===== src/rtl/spi_reg_pkg.sv =====
// Shared types and constants for the framed SPI register-write slave.
package spi_reg_pkg;

    typedef enum logic [1:0] {
        IDLE = 2'd0,
        HDR  = 2'd1,
        WR   = 2'd2,
        RD   = 2'd3
    } state_t;

    localparam int HDR_W      = 8;
    localparam int HDR_RD_BIT = 7;

    function automatic logic [7:0] sat_inc8(input logic [7:0] v);
        return (v == 8'hFF) ? v : v + 8'd1;
    endfunction

endpackage


===== src/rtl/spi_edge_sync.sv =====
// Multi-flop synchroniser for one SPI pin, with rise/fall detection behind the last stage.
module spi_edge_sync #(
    parameter int   STAGES = 2,
    parameter logic INIT   = 1'b0
) (
    input  logic clk,
    input  logic rst,
    input  logic din,
    output logic level,
    output logic rise,
    output logic fall
);

    // One extra history flop so edge detection only ever sees fully synchronised values.
    logic [STAGES:0] sync_reg;

    always_ff @(posedge clk or negedge rst) begin
        if (!rst) begin
            sync_reg <= {(STAGES + 1){INIT}};
        end else begin
            sync_reg <= {sync_reg[STAGES-1:0], din};
        end
    end

    assign level = sync_reg[STAGES-1];
    assign rise  = sync_reg[STAGES-1] & ~sync_reg[STAGES];
    assign fall  = ~sync_reg[STAGES-1] & sync_reg[STAGES];

endmodule


===== src/rtl/spi_reg_slave.sv =====
// Framed SPI slave: header byte then data words, issuing auto-incrementing register writes.
// Define SPI_READBACK_EN to add rd_addr/rd_data/miso register readback for read frames.
module spi_reg_slave
    import spi_reg_pkg::*;
#(
    parameter int ADDR_W      = 5,
    parameter int DATA_W      = 8,
    parameter int CPOL        = 0,
    parameter int CPHA        = 0,
    parameter int SYNC_STAGES = 2
) (
    input  logic              clk,
    input  logic              rst,
    input  logic              ss,
    input  logic              sclk,
    input  logic              mosi,
    output logic [ADDR_W-1:0] addr,
    output logic [DATA_W-1:0] data,
    output logic              write_en,
    output logic              frame_done,
    output logic              frame_err,
    output logic [7:0]        word_cnt
`ifdef SPI_READBACK_EN
    ,
    output logic [ADDR_W-1:0] rd_addr,
    input  logic [DATA_W-1:0] rd_data,
    output logic              miso
`endif
);

    localparam logic [4:0] HDR_LAST  = 5'(HDR_W - 1);
    localparam logic [4:0] DATA_LAST = 5'(DATA_W - 1);

    logic ss_lvl_unused, ss_rise, ss_fall;
    logic sclk_lvl_unused, sclk_rise, sclk_fall;
    logic mosi_lvl, mosi_rise_unused, mosi_fall_unused;

    spi_edge_sync #(.STAGES(SYNC_STAGES), .INIT(1'b1)) u_ss_sync (
        .clk(clk), .rst(rst), .din(ss),
        .level(ss_lvl_unused), .rise(ss_rise), .fall(ss_fall)
    );

    spi_edge_sync #(.STAGES(SYNC_STAGES), .INIT(CPOL != 0)) u_sclk_sync (
        .clk(clk), .rst(rst), .din(sclk),
        .level(sclk_lvl_unused), .rise(sclk_rise), .fall(sclk_fall)
    );

    spi_edge_sync #(.STAGES(SYNC_STAGES), .INIT(1'b0)) u_mosi_sync (
        .clk(clk), .rst(rst), .din(mosi),
        .level(mosi_lvl), .rise(mosi_rise_unused), .fall(mosi_fall_unused)
    );

    state_t              state_reg;
    logic [4:0]          bit_cnt_reg;
    logic [DATA_W-1:0]   shift_reg;
    logic [ADDR_W-1:0]   ptr_reg;
    logic [ADDR_W-1:0]   addr_reg;
    logic [DATA_W-1:0]   data_reg;
    logic                write_en_reg;
    logic                frame_done_reg;
    logic                frame_err_reg;
    logic [7:0]          word_cnt_reg;

    logic                sample_edge;
    logic                sample_now;
    logic [DATA_W-1:0]   shift_in;
    logic [4:0]          word_last;
    logic                word_done;
    logic [4:0]          bit_cnt_next;

    always_comb begin
        sample_edge  = (CPOL == CPHA) ? sclk_rise : sclk_fall;
        sample_now   = sample_edge && (state_reg != IDLE);
        shift_in     = {shift_reg[DATA_W-2:0], mosi_lvl};
        word_last    = (state_reg == HDR) ? HDR_LAST : DATA_LAST;
        word_done    = sample_now && (bit_cnt_reg == word_last);
        bit_cnt_next = bit_cnt_reg;
        if (word_done) begin
            bit_cnt_next = 5'd0;
        end else if (sample_now) begin
            bit_cnt_next = bit_cnt_reg + 5'd1;
        end
    end

    always_ff @(posedge clk or negedge rst) begin
        if (!rst) begin
            state_reg      <= IDLE;
            bit_cnt_reg    <= 5'd0;
            shift_reg      <= '0;
            ptr_reg        <= '0;
            addr_reg       <= '0;
            data_reg       <= '0;
            write_en_reg   <= 1'b0;
            frame_done_reg <= 1'b0;
            frame_err_reg  <= 1'b0;
            word_cnt_reg   <= 8'd0;
        end else begin
            write_en_reg   <= 1'b0;
            frame_done_reg <= 1'b0;
            frame_err_reg  <= 1'b0;
            if (ss_fall) begin
                // Also taken mid-frame: a select glitch silently restarts the header.
                state_reg    <= HDR;
                bit_cnt_reg  <= 5'd0;
                shift_reg    <= '0;
                word_cnt_reg <= 8'd0;
            end else if (state_reg != IDLE) begin
                bit_cnt_reg <= bit_cnt_next;
                if (sample_now) begin
                    shift_reg <= shift_in;
                end
                if (word_done) begin
                    case (state_reg)
                        HDR: begin
                            ptr_reg   <= shift_in[ADDR_W-1:0];
                            state_reg <= shift_in[HDR_RD_BIT] ? RD : WR;
                        end
                        WR: begin
                            addr_reg     <= ptr_reg;
                            data_reg     <= shift_in;
                            write_en_reg <= 1'b1;
                            ptr_reg      <= ptr_reg + ADDR_W'(1);
                            word_cnt_reg <= sat_inc8(word_cnt_reg);
                        end
                        RD: begin
                            ptr_reg      <= ptr_reg + ADDR_W'(1);
                            word_cnt_reg <= sat_inc8(word_cnt_reg);
                        end
                        default: ;
                    endcase
                end
                // A sample landing in the same clk as deselect is already folded into bit_cnt_next.
                if (ss_rise) begin
                    state_reg   <= IDLE;
                    bit_cnt_reg <= 5'd0;
                    if (bit_cnt_next == 5'd0) begin
                        frame_done_reg <= 1'b1;
                    end else begin
                        frame_err_reg <= 1'b1;
                    end
                end
            end
        end
    end

    assign addr       = addr_reg;
    assign data       = data_reg;
    assign write_en   = write_en_reg;
    assign frame_done = frame_done_reg;
    assign frame_err  = frame_err_reg;
    assign word_cnt   = word_cnt_reg;

`ifdef SPI_READBACK_EN
    logic                shift_edge;
    logic [DATA_W-1:0]   tx_reg;
    logic                miso_reg;
    logic                load_pend_reg;

    assign shift_edge = (CPOL == CPHA) ? sclk_fall : sclk_rise;

    // The load is deferred to the next shift edge so rd_data reflects the freshly updated pointer;
    // that edge is also the one on which the word's MSB must appear.
    always_ff @(posedge clk or negedge rst) begin
        if (!rst) begin
            tx_reg        <= '0;
            miso_reg      <= 1'b0;
            load_pend_reg <= 1'b0;
        end else if (ss_fall) begin
            tx_reg        <= '0;
            miso_reg      <= 1'b0;
            load_pend_reg <= 1'b0;
        end else begin
            if (word_done && (state_reg == RD ||
                              (state_reg == HDR && shift_in[HDR_RD_BIT]))) begin
                load_pend_reg <= 1'b1;
            end
            if (shift_edge && state_reg == RD) begin
                if (load_pend_reg) begin
                    miso_reg      <= rd_data[DATA_W-1];
                    tx_reg        <= {rd_data[DATA_W-2:0], 1'b0};
                    load_pend_reg <= 1'b0;
                end else begin
                    miso_reg <= tx_reg[DATA_W-1];
                    tx_reg   <= {tx_reg[DATA_W-2:0], 1'b0};
                end
            end
        end
    end

    assign rd_addr = ptr_reg;
    assign miso    = ss ? 1'b0 : miso_reg;
`endif

endmodule


===== config.mk =====
export PLATFORM = sky130hd
export DESIGN_NAME = spi_reg_slave
export DESIGN_NICKNAME = d
export VERILOG_FILES = /design/src/rtl/spi_reg_pkg.sv /design/src/rtl/spi_edge_sync.sv /design/src/rtl/spi_reg_slave.sv
export SDC_FILE = /design/constraint.sdc
export NUM_CORES = 1
export LEC_CHECK = 0
export ABC_CLOCK_PERIOD_IN_PS = 2300
export BUFFER_PORTS_ARGS = -buffer_cell sky130_fd_sc_hd__buf_4
export CAP_MARGIN = 20
export CORE_ASPECT_RATIO = 1.1
export CORE_MARGIN = 2
export CORE_UTILIZATION = 52
export CTS_CLUSTER_DIAMETER = 50
export CTS_CLUSTER_SIZE = 40
export DETAILED_ROUTE_END_ITERATION = 8
export PLACE_DENSITY = 0.72
export SYNTH_ARGS = -nofsm -noshare
export SYNTH_HDL_FRONTEND = slang
export SYNTH_HIERARCHICAL = 1
export SYNTH_SLANG_ARGS = --single-unit

===== constraint.sdc =====
create_clock -name clk -period 2.3 [get_ports clk]
set_clock_uncertainty 0.1 [all_clocks]
set_input_delay 0.115 -clock clk [delete_from_list [all_inputs] [get_ports clk]]
set_output_delay 0.115 -clock clk [all_outputs]
set_load 0.03 [all_outputs]

==> summary.txt <==
Routing
  • Number of vias per cell: between 5 and 6
  • Vias: approximately 1.7k
  • DRC Markers: 0
  • Drt total wl: approximately 4.3 mm
  • Starting DRT DRC Count: approximately 140
  • Post-DRT Antenna Nets: 0
  • Routed WL per cell: ~14 um
  • DRT Pass-1 Iters: 4

Critical path
  • Worst path max stage delay: approximately 0.43 ns
  • Worst EP arrival: ~2.2 ns
  • Crit end category: flip-flop
  • WS Path Type: flip-flop to flip-flop
  • CP Max Fanout: 14
  • CP startpoint kind: flip-flop
  • Crit path cell chain: ha_1 > and2_4 > nand4_4 > or3_1 > buf_4 > mux2_4
  • Critical path's slowest cell: dfrtp_1
  • Data required, critical path: 2.39 ns

GRT
  • M3 GR Usage: 4.04%
  • Most used routing layer: met2
  • Grt total ovfl: 0
  • Met2 usage in global routing: 31.1%
  • Largest net degree at the start of global routing: 52
  • GRT Total Usage: 19.0%
  • Vias in the first global route: 1623
  • First-pass GRT wire length: just over 7 mm
  • Initial antenna violation count: 0
  • Met1 usage: 24.1%

Final layout
  • # nets final: 259
  • Area delta synth->final: 17.7%
  • Share of post-route cells with drive strength above 1: 30.2%
  • Final instance count without filler cells: 306
  • Antenna Cells: 0
  • Multi-input gate area: 992 um^2
  • Sequential cell area: roughly 1300 um^2
  • Layout fillers: 357

Power and ir drop
  • Pint: 1.30 mW
  • NetSw: 0.356 mW
  • Clock power share: 38.2%
  • Switching share of power: a little over a fifth
  • Combinational share of power: 5.9%
  • Power per standard cell area: 596 nW/um^2
  • Sequential fraction of design power: 55.9%
  • Leak: 1.34 nW
  • Final Power: 1.66 mW
  • Peak supply drop: 0.000388 V

Clock tree
  • CTS buffer count: 5
  • H-tree levels: 2
  • Clk Latency, worst-skew pair: 0.30 ns
  • Post-CTS Repair Setup Buffers: 0
  • Clock Pin Slew Worst Setup and Hold Paths: 0.09 ns
  • TritonCTS clock tree: done
  • Post_cts resized: 0
  • Max clock buf depth: 2
  • Root Driver: clkbuf_8
  • Clock sink total: 51
  • Post-CTS Hold Buffers: 4

STA
  • Final Hold Vio Count: 0
  • Fin crit share: roughly 90%
  • Setup-failing EPs final: 0
  • Worst slew pin tran: between 0.7 and 0.8 ns
  • Setup TNS: 0 ns
  • Slew margin rel.: 50.9%
  • Final critical-path required period: 2.12 ns
  • Slew Limit Fails: 0
  • FMAX: ~470 MHz
  • Unrepaired setup endpoints after global routing: false

Synthesis
  • Mapped Area: between 2000 and 2500 um^2
  • Syn Nets: 223
  • Syn avg cell area: 11.0 um^2
  • Mapped Cells: between 200 and 250
  • Yosys Warn Count: 6

Die
  • Initial Util: 54.4%
  • Core Area: 4350 um^2
  • Die Span X: around 68 um
  • # rows: 25
  • DIE AREA: 5100 um^2
  • Chip Height: 74.7 um
  • IO Pins: 29

Placement
  • Dpl cells: between 200 and 300
  • Port buffer count: 28
  • Final GP Congestion: 0.917
  • Final HPWL DP: around 3.1 mm

Outcome
  • Status: finished, final reports clean

Hold path
  • Min-delay worst type: flip-flop to flip-flop

Job
  • Max_cap viols: 0
## layout by cell type (no fill, tap or decap), types with 2 or more instances in the layout
master / n
o31ai_1: 5
or3_2: 2
o21ba_2: 2
dfrtp_1: 48
or4_1: 2
mux2i_1: 2
nor2_1: 8
a221oi_1: 3
mux2_4: 9
a21oi_1: 15
o21ai_0: 12
nor2b_1: 4
buf_4: 35
or3_1: 2
nand4_1: 5
nor3_1: 10
nand3_1: 7
mux2_2: 5
a31o_2: 3
a22o_1: 2
dfstp_2: 3
clkbuf_8: 6
ha_1: 3
nor4_1: 3
inv_1: 6
dlygate4sd3_1: 4
nand2_1: 29
## worst paths after layout
| path | startpoint | to | slack (ns) | depth (start not counted) |
|---|---|---|---|---|
| min | u_sclk_sync/sync_reg[0]$_DFF_PN0_ | u_sclk_sync/sync_reg[1]$_DFF_PN0_ | 0.25 | 0 |
| min reg2reg | u_sclk_sync/sync_reg[0]$_DFF_PN0_ | u_sclk_sync/sync_reg[1]$_DFF_PN0_ | 0.25 | 0 |
| max in group asynchronous | rst | u_sclk_sync/sync_reg[0]$_DFF_PN0_ | 1.39 | 2 |
| max | bit_cnt_reg[0]$_DFFE_PN0P_ | data[2]$_DFFE_PN0P_ | 0.18 | 6 |
| min in group asynchronous | rst | addr[0]$_DFFE_PN0P_ | 0.26 | 2 |
| max reg2reg | bit_cnt_reg[0]$_DFFE_PN0P_ | data[2]$_DFFE_PN0P_ | 0.18 | 6 |
## worst max-delay path: cells and delay by family, from the launching register on
kind	cells	cell delay [ns]
fa+ha+maj	1	0.26
buf+inv	1	0.21
flops	1	0.43
mux	1	0.32
simple gates	3	0.68
## stage by stage
step | util (%) | worst slack [ns] | cell area [um^2] | hold WS [ns]
6_report | 64.0 | 0.180 | 2780 | 0.251
3_3_place_gp | 60.4 | 0.248 | 2630 | 0.0739
2_1_floorplan | - | 0.261 | 2360 | -0.281
5_1_grt | 64.0 | 0.0915 | 2780 | 0.264
3_5_place_dp | 60.4 | 0.208 | 2630 | 0.0804
4_1_cts | 64.0 | 0.196 | 2780 | 0.256
## layout make-up
type	instances	area share [%]
tap	54	2.43
inverter	6	0.809
clock inverter	2	1.26
clock buffer	6	2.97
multi-input combinational	148	35.7
timing repair buffer	39	10.9
sequential	51	46.0
## power by group through the flow
| stage | Combinational [mW] | Clock (mW) | Sequential [mW] |
|---|---|---|---|
| floorplan | 0.0565 | 0 | 0.941 |
| global placement | 0.0926 | 0 | 0.944 |
| detailed placement | 0.0946 | 0 | 0.945 |
| CTS | 0.100 | 0.652 | 0.927 |
| global route | 0.111 | 0.682 | 0.930 |
| finish | 0.0979 | 0.634 | 0.927 |
## routing by layer
metal  share of wire [%]  vias up
met4                 2.5        0
li1                    -      848
met1                  45      838
met2                  49       32
met5                   0        -
met3                 3.3       10
Power figures use the tool's default switching activity.
